==> config.mk <==
export PLATFORM = sky130hd
export DESIGN_NAME = alu_issue_stage
export DESIGN_NICKNAME = d
export VERILOG_FILES = /design/src/rtl/alu_issue_stage.sv
export SDC_FILE = /design/constraint.sdc
export NUM_CORES = 1
export LEC_CHECK = 0
export ABC_AREA = 1
export CAP_MARGIN = 15
export CORE_MARGIN = 5
export CORE_UTILIZATION = 35
export DETAILED_ROUTE_END_ITERATION = 6
export GPL_TIMING_DRIVEN = 0
export HOLD_SLACK_MARGIN = 0.1
export PLACE_DENSITY = 0.62
export SYNTH_ARGS = -nofsm -noshare
export SYNTH_HDL_FRONTEND = slang
export SYNTH_SLANG_ARGS = --single-unit
==> constraint.sdc <==
create_clock -name clk -period 4.9 [get_ports clk]
set_clock_uncertainty 0.2 [all_clocks]
set_input_delay 0.98 -clock clk [delete_from_list [all_inputs] [get_ports clk]]
set_output_delay 0.98 -clock clk [all_outputs]
set_load 0.02 [all_outputs]
==> src/rtl/alu_issue_stage.sv <==
// Issue stage ahead of the 4-bit-opcode RV32 ALU: decodes RV32I integer-computational
// instructions into operands/op/rd/we and holds them in a two-entry skid buffer.
module alu_issue_stage (
    input  logic        clk,
    input  logic        rst,
    input  logic        flush,
    input  logic        in_valid,
    output logic        in_ready,
    input  logic [31:0] in_instr,
    input  logic [31:0] in_pc,
    input  logic [31:0] in_rs1_val,
    input  logic [31:0] in_rs2_val,
    output logic        out_valid,
    input  logic        out_ready,
    output logic [31:0] out_a,
    output logic [31:0] out_b,
    output logic [3:0]  out_op,
    output logic [4:0]  out_rd,
    output logic        out_we,
    output logic        out_illegal
);

    localparam int unsigned XLEN = 32;
    localparam int unsigned RW   = 5;
    localparam int unsigned OPW  = 4;

    localparam logic [6:0] OPC_OP    = 7'b0110011;
    localparam logic [6:0] OPC_OPIMM = 7'b0010011;
    localparam logic [6:0] OPC_LUI   = 7'b0110111;
    localparam logic [6:0] OPC_AUIPC = 7'b0010111;

    localparam logic [6:0] F7_BASE = 7'b0000000;
    localparam logic [6:0] F7_ALT  = 7'b0100000;

    localparam logic [OPW-1:0] ALU_ADD  = 4'h0;
    localparam logic [OPW-1:0] ALU_SUB  = 4'h1;
    localparam logic [OPW-1:0] ALU_AND  = 4'h2;
    localparam logic [OPW-1:0] ALU_OR   = 4'h3;
    localparam logic [OPW-1:0] ALU_XOR  = 4'h4;
    localparam logic [OPW-1:0] ALU_SLL  = 4'h5;
    localparam logic [OPW-1:0] ALU_SRL  = 4'h6;
    localparam logic [OPW-1:0] ALU_SRA  = 4'h7;
    localparam logic [OPW-1:0] ALU_SLT  = 4'h8;
    localparam logic [OPW-1:0] ALU_SLTU = 4'h9;
    localparam logic [OPW-1:0] ALU_ILL  = 4'hF;

    typedef struct packed {
        logic [XLEN-1:0] a;
        logic [XLEN-1:0] b;
        logic [OPW-1:0]  op;
        logic [RW-1:0]   rd;
        logic            we;
        logic            illegal;
    } entry_t;

    // funct3 to ALU op for the forms that have no funct7 alternate
    function automatic logic [OPW-1:0] base_op(input logic [2:0] f3);
        logic [OPW-1:0] op;
        case (f3)
            3'b000:  op = ALU_ADD;
            3'b001:  op = ALU_SLL;
            3'b010:  op = ALU_SLT;
            3'b011:  op = ALU_SLTU;
            3'b100:  op = ALU_XOR;
            3'b101:  op = ALU_SRL;
            3'b110:  op = ALU_OR;
            default: op = ALU_AND;
        endcase
        return op;
    endfunction

    logic [6:0]      opcode;
    logic [2:0]      funct3;
    logic [6:0]      funct7;
    logic [XLEN-1:0] imm_i;
    logic [XLEN-1:0] imm_u;
    logic [XLEN-1:0] shamt;

    assign opcode = in_instr[6:0];
    assign funct3 = in_instr[14:12];
    assign funct7 = in_instr[31:25];
    assign imm_i  = {{20{in_instr[31]}}, in_instr[31:20]};
    assign imm_u  = {in_instr[31:12], 12'b0};
    assign shamt  = XLEN'(in_instr[24:20]);

    entry_t dec_c;
    logic   legal_c;

    // Instruction decode into a buffer entry
    always_comb begin
        dec_c    = '0;
        legal_c  = 1'b0;
        dec_c.rd = in_instr[11:7];
        case (opcode)
            OPC_OP: begin
                dec_c.a = in_rs1_val;
                dec_c.b = in_rs2_val;
                case (funct3)
                    3'b000: begin
                        if (funct7 == F7_BASE) begin
                            legal_c  = 1'b1;
                            dec_c.op = ALU_ADD;
                        end else if (funct7 == F7_ALT) begin
                            legal_c  = 1'b1;
                            dec_c.op = ALU_SUB;
                        end
                    end
                    3'b101: begin
                        if (funct7 == F7_BASE) begin
                            legal_c  = 1'b1;
                            dec_c.op = ALU_SRL;
                        end else if (funct7 == F7_ALT) begin
                            legal_c  = 1'b1;
                            dec_c.op = ALU_SRA;
                        end
                    end
                    default: begin
                        if (funct7 == F7_BASE) begin
                            legal_c  = 1'b1;
                            dec_c.op = base_op(funct3);
                        end
                    end
                endcase
            end
            OPC_OPIMM: begin
                dec_c.a = in_rs1_val;
                case (funct3)
                    3'b001: begin
                        dec_c.b = shamt;
                        if (funct7 == F7_BASE) begin
                            legal_c  = 1'b1;
                            dec_c.op = ALU_SLL;
                        end
                    end
                    3'b101: begin
                        dec_c.b = shamt;
                        if (funct7 == F7_BASE) begin
                            legal_c  = 1'b1;
                            dec_c.op = ALU_SRL;
                        end else if (funct7 == F7_ALT) begin
                            legal_c  = 1'b1;
                            dec_c.op = ALU_SRA;
                        end
                    end
                    default: begin
                        legal_c  = 1'b1;
                        dec_c.b  = imm_i;
                        dec_c.op = base_op(funct3);
                    end
                endcase
            end
            OPC_LUI: begin
                legal_c  = 1'b1;
                dec_c.a  = '0;
                dec_c.b  = imm_u;
                dec_c.op = ALU_ADD;
            end
            OPC_AUIPC: begin
                legal_c  = 1'b1;
                dec_c.a  = in_pc;
                dec_c.b  = imm_u;
                dec_c.op = ALU_ADD;
            end
            default: legal_c = 1'b0;
        endcase

        if (legal_c) begin
            dec_c.we      = (dec_c.rd != '0);
            dec_c.illegal = 1'b0;
        end else begin
            dec_c.a       = '0;
            dec_c.b       = '0;
            dec_c.op      = ALU_ILL;
            dec_c.we      = 1'b0;
            dec_c.illegal = 1'b1;
        end
    end

    logic   m_valid_q, m_valid_d;
    logic   s_valid_q, s_valid_d;
    entry_t m_q, m_d;
    entry_t s_q, s_d;
    logic   accept_c;
    logic   m_free_c;

    assign accept_c = in_valid && !s_valid_q;
    assign m_free_c = !m_valid_q || out_ready;

    // Skid-buffer next state; flush overrides every other update
    always_comb begin
        m_valid_d = m_valid_q;
        s_valid_d = s_valid_q;
        m_d       = m_q;
        s_d       = s_q;
        if (flush) begin
            m_valid_d = 1'b0;
            s_valid_d = 1'b0;
        end else if (m_free_c) begin
            if (s_valid_q) begin
                m_d       = s_q;
                m_valid_d = 1'b1;
                s_valid_d = 1'b0;
            end else if (accept_c) begin
                m_d       = dec_c;
                m_valid_d = 1'b1;
            end else begin
                m_valid_d = 1'b0;
            end
        end else if (accept_c) begin
            s_d       = dec_c;
            s_valid_d = 1'b1;
        end
    end

    always_ff @(posedge clk or posedge rst) begin
        if (rst) begin
            m_valid_q <= 1'b0;
            s_valid_q <= 1'b0;
            m_q       <= '0;
            s_q       <= '0;
        end else begin
            m_valid_q <= m_valid_d;
            s_valid_q <= s_valid_d;
            m_q       <= m_d;
            s_q       <= s_d;
        end
    end

    assign in_ready    = !s_valid_q;
    assign out_valid   = m_valid_q;
    assign out_a       = m_q.a;
    assign out_b       = m_q.b;
    assign out_op      = m_q.op;
    assign out_rd      = m_q.rd;
    assign out_we      = m_q.we;
    assign out_illegal = m_q.illegal;

endmodule

Word-level counts from Yosys, hierarchy flattened
Index checks and enable logic that the tools add are counted.
{"block": "word_totals", "register_bits": 152, "in_bits": 133, "out_inout_bits": 77, "elab_cells": 69}
{"block": "classes", "n_eq_ne": 11, "muxes": 28, "bitwise": 2, "reduce_logical": 14}
{"cell": "case mux 68 bit (4 select lines)", "n": 1}
{"cell": "two-way mux 75 bit", "n": 2}
{"cell": "case mux 36 bit (2 select lines)", "n": 1}
{"cell": "two-way mux 68 bit", "n": 1}
{"cell": "case mux 4 bit (5 select lines)", "n": 2}
{"cell": "== test 7 x 6 -> 1 bit (second input constant)", "n": 3}
{"cell": "== test 7 x 5 -> 1 bit (second input constant)", "n": 2}
{"cell": "two-way mux 1 bit", "n": 13}
{"cell": "== test 3 bit (second input constant)", "n": 3}
{"cell": "two-way mux 3 bit", "n": 3}
{"cell": "case mux 4 bit (2 select lines)", "n": 1}
{"cell": "zero test 7 bit", "n": 1}
{"cell": "== test 3 x 2 -> 1 bit (second input constant)", "n": 2}
{"cell": "AND reduction 3 bit", "n": 2}
{"cell": "nonzero test 5 bit", "n": 1}
{"cell": "two-way mux 4 bit", "n": 1}
{"cell": "nonzero test 2 bit", "n": 2}
{"cell": "OR reduction 2 bit", "n": 2}
{"cell": "== test 3 x 1 -> 1 bit (second input constant)", "n": 1}
{"cell": "zero test 3 bit", "n": 1}
{"cell": "case mux 1 bit (3 select lines)", "n": 1}
{"cell": "nonzero test 3 bit", "n": 1}
{"cell": "zero test 1 bit", "n": 2}
{"cell": "two-way mux 2 bit", "n": 1}
{"cell": "other kinds (4)", "n": 5}

Depth between registers and ports, before layout
{"block": "depth", "ltp_word": 8, "ltp_mapped": 13, "mapped_depth_nobuf": 12}

Worst setup path before layout
Ideal clock, no wire load.
{"block": "synth_path", "path_kind": "in2reg", "startpoint": "input in_instr[4]", "endpoint": "register m_q, in the netlist out_op[3]", "setup_time_ns": 0.118, "arrival_time_ns": 2.049, "required_time_ns": 4.582, "slack_ns": 2.533, "stages": 10, "n_path_buf": 1, "cell_sequence": "inv_1 nor2_2 nand3_2 nor2_4 nand2_1 nand3_4 buf_2 nand3_1 nand3_1 nand2_1"}
{"block": "synth_between", "elab_chain_len": 6, "elab_cells_between_ends": 10, "cone_classes": "eq/ne (4); mux (5); reduce/logical (1)"}
{"element": "start, declared", "line_no": "9", "rtl": "input logic [31:0] in_instr,"}
{"element": "== test 7 x 5 -> 1 bit / == test 7 x 6 -> 1 bit (equally long branches)", "line_no": "94", "rtl": "case (opcode)"}
{"element": "OR reduction 2 bit (no source line)"}
{"element": "case mux 1 bit (3 select lines)", "line_no": "94"}
{"element": "two-way mux 68 bit *", "line_no": "167", "rtl": "if (legal_c) begin"}
{"element": "two-way mux 75 bit *", "line_no": "203", "rtl": "end else if (accept_c) begin"}
{"element": "two-way mux 75 bit *", "line_no": "199", "rtl": "if (s_valid_q) begin"}
{"element": "end signal, assigned", "line_no": "224", "rtl": "m_q <= m_d;"}
{"element": "end, declared", "line_no": "181", "rtl": "entry_t m_q, m_d;"}
Every way passes the cells marked *; elsewhere a longest branch is shown, timed or not. The select of a mux whose other input is x is not followed.
A chain may end at the register's enable or synchronous reset.

Worst setup path in the final report
{"block": "layout_path", "startpoint": "register s_valid_q", "endpoint": "output in_ready"}
{"block": "layout_between", "elab_chain_len": 1}
{"element": "start, declared", "line_no": "180", "rtl": "logic s_valid_q, s_valid_d;"}
{"element": "start signal, assigned", "line_no": "223", "rtl": "s_valid_q <= s_valid_d;"}
{"element": "zero test 1 bit", "line_no": "229", "rtl": "assign in_ready = !s_valid_q;"}
{"element": "end, declared", "line_no": "8", "rtl": "output logic in_ready,"}
Every way passes these cells.

==> impl_metrics.json <==
{
  "status": "complete, no violations",
  "clk_path_buf_depth": 2,
  "grt_pass1_wl_um": 44600,
  "drtAntennaViolNets": 0,
  "io_pins": 210,
  "grt_setup_unrepaired": "false",
  "gp_congestion": 0.878,
  "maxCapViolCount": 0,
  "core-area_mm2": 0.0226,
  "period_share": 0.778,
  "routedWlPerCell_um": 17.3,
  "fillCellCount": 2258,
  "synth_top_area_cell": "dfrtp_1",
  "hpwl_um": 21400,
  "vias": 8032,
  "end_kind": "output port",
  "antenna_cells": 0,
  "dp_cells": 1598,
  "ys_seq_area_frac": 0.475,
  "drt_iter0_drc": 553,
  "grt_usage": 0.217,
  "fin_total_pwr_mw": 3.39,
  "crit_chain": "buf_4, inv_2, buf_2, buf_1, clkdlybuf4s50_1",
  "hp-class": "reg -> reg",
  "syn-instance-count": 1099,
  "p_int_mw": 2.46,
  "grt_antenna_before_repair": 0,
  "max_slew.worst_pin.slew_ps": 991,
  "start_kind": "flop",
  "drive_gt1_frac": 0.0840,
  "post_cts_buffers": 0,
  "port_buffers": 209,
  "numCtsBuffers": 17,
  "htree_levels": 4,
  "drt-total-wl_um": 28200,
  "power_frac_clock": 0.400,
  "relSlewSlack": 0.337,
  "p_comb_frac": 0.190,
  "dieArea_mm2": 0.0260,
  "initial_utilization": 0.355,
  "placementRows": 55,
  "switching_power_mw": 0.931,
  "synth_top_area_frac": 0.475,
  "seq_power_share": 0.410,
  "ir_drop_mv": 0.149,
  "hold_viol_final": 0,
  "hold_buffers": 0,
  "cts-resized-gates": 0,
  "synthDistinctLibCells": 29,
  "area_growth_pct": 39.4,
  "grt_max_degree": 37,
  "cp_slowest_stage_delay_ps": 710,
  "arrival_ps": 2630,
  "drv_slew": 0,
  "switching_share": 0.274,
  "fin_setup_tns_ps": 0,
  "required_ps": 3720,
  "crit_type": "reg -> out",
  "nets": 1465,
  "overflow": 0,
  "clock_sinks": 152,
  "synth-seq-cells": 152,
  "fin_area_mm2": 0.0112,
  "instances_no_fill": 1630,
  "post-route-drc-count": 0,
  "avgSynthCellArea_um2": 7.29,
  "finalSetupViolations": 0,
  "dieHeight_um": 161,
  "root_buffer": "clkbuf_16",
  "timing.fmax_ghz": 0.262,
  "slowest_stage": "clkdlybuf4s50_1",
  "dr.pass1.iters": 5,
  "grt_pass1_vias": 7958,
  "synthesis.nets": 1232,
  "min_period_ps": 3810,
  "netlist_area_mm2": 0.00801,
  "dpl_cell_area_mm2": 0.0106,
  "utilization": 0.495,
  "fp.dieW_um": 161,
  "insertion_delay_ps": 420,
  "cts_tree": "done",
  "yosysWarnings": 0,
  "power.density_mw_per_mm2": 304,
  "critPathMaxFanout": 10,
  "viasPerCell": 4.93,
  "path_clk_slew_ps": 60,
  "synthTopCellsByArea": "dfrtp_1 (47%), nand2_1 (21%), nand3_1 (8.3%)",
  "leakage_nw": 5.56
}
flip-flops by register name, summed over array words and instances, names as in the netlist:
signal / cells
out_valid: 1
out_op: 4
out_rd: 5
out_a: 32
out_we: 1
out_illegal: 1
s_valid_q: 1
out_b: 32
s_q: 75
synth_stat cells:
master	instances
nand2_1	438
nand4_1	2
inv_1	27
nor2_2	3
o21ai_1	28
buf_1	8
a2bb2oi_1	1
nand3_4	1
nor3_2	1
nor2_4	2
nor3_1	1
nor2_1	87
nand3_1	133
a21boi_1	34
nor3_4	1
a21oi_1	37
buf_2	18
dfrtp_1	152
o21ai_0	27
buf_6	2
nand3_2	1
nand3b_1	1
inv_2	5
nand2_2	2
or2_2	35
clkbuf_1	40
a31oi_1	4
o211ai_1	4
buf_4	4
cell families after synthesis:
kind of cell | Yosys count | share of synthesized area
simple gates | 708 | 0.373
flops | 152 | 0.475
compound gates | 135 | 0.0973
buf+inv | 104 | 0.0553
placed cells by master (no fill, tap or decap), types with 3 or more instances in the layout:
| master | instances |
|---|---|
| buf_4 | 4 |
| clkbuf_8 | 3 |
| nand3_1 | 133 |
| buf_1 | 8 |
| clkinvlp_4 | 6 |
| nand2_1 | 438 |
| nor2_1 | 87 |
| dfrtp_1 | 152 |
| clkinv_4 | 3 |
| clkbuf_16 | 17 |
| clkdlybuf4s50_1 | 209 |
| o211ai_1 | 4 |
| inv_2 | 5 |
| inv_1 | 26 |
| or2_2 | 35 |
| o21ai_1 | 28 |
| o21ai_0 | 27 |
| a21boi_1 | 34 |
| buf_12 | 5 |
| buf_2 | 18 |
| a21oi_1 | 37 |
| clkbuf_1 | 40 |
| nor2_2 | 3 |
| a31oi_1 | 4 |
worst paths after layout:
path                       startpoint         to  slack [ps]  depth (start not counted)
setup / recovery            s_valid_q   in_ready        1090                          5
hold / removal              out_b[29]  out_b[29]         280                          2
setup reg to reg            s_valid_q  out_rd[4]        2270                          7
hold reg to reg             out_b[29]  out_b[29]         280                          2
max in group asynchronous         rst  out_b[21]        3060                          4
min in group asynchronous         rst     s_q[3]         680                          2
power groups by stage:
stage               Sequential [mW]  Clock [mW]  Combinational [mW]
floorplan                      1.50           0               0.208
global placement               1.41           0               0.640
detailed placement             1.41           0               0.650
CTS                            1.39        1.37               0.654
global route                   1.40        1.42               0.699
finish                         1.39        1.36               0.645
worst max-delay path: cells and delay by family, from the launching register on:
kind	cells	cell delay, ps
DFF	1	360
buffers and inverters	5	1830
cell type report:
type,count,area [um^2],share of cell area
plain buffers,72,323,0.0289
clock buffers,20,467,0.0418
clock inverters,12,141,0.0127
inverters,32,124,0.0111
multi-input cells,843,3770,0.337
flip-flops and latches,152,3800,0.340
well taps,285,357,0.0319
repair buffers,214,2190,0.196
layer usage:
layer	track usage	vias up	wire length, um
li1	-	3984	-
met1	0.297	3722	12400
met2	0.332	284	12600
met3	0.0579	42	2280
met4	0.0814	0	849
met5	0	-	0
through the flow:
| stage | hold slack [ps] | setup WS, ps |
|---|---|---|
| after floorplan | 248 | 1800 |
| after global routing | 301 | 992 |
| after detailed placement | 266 | 1210 |
| after CTS | 281 | 1100 |
| final | 277 | 1090 |
| after global placement | 261 | 313 |
Power figures use the tool's default switching activity.
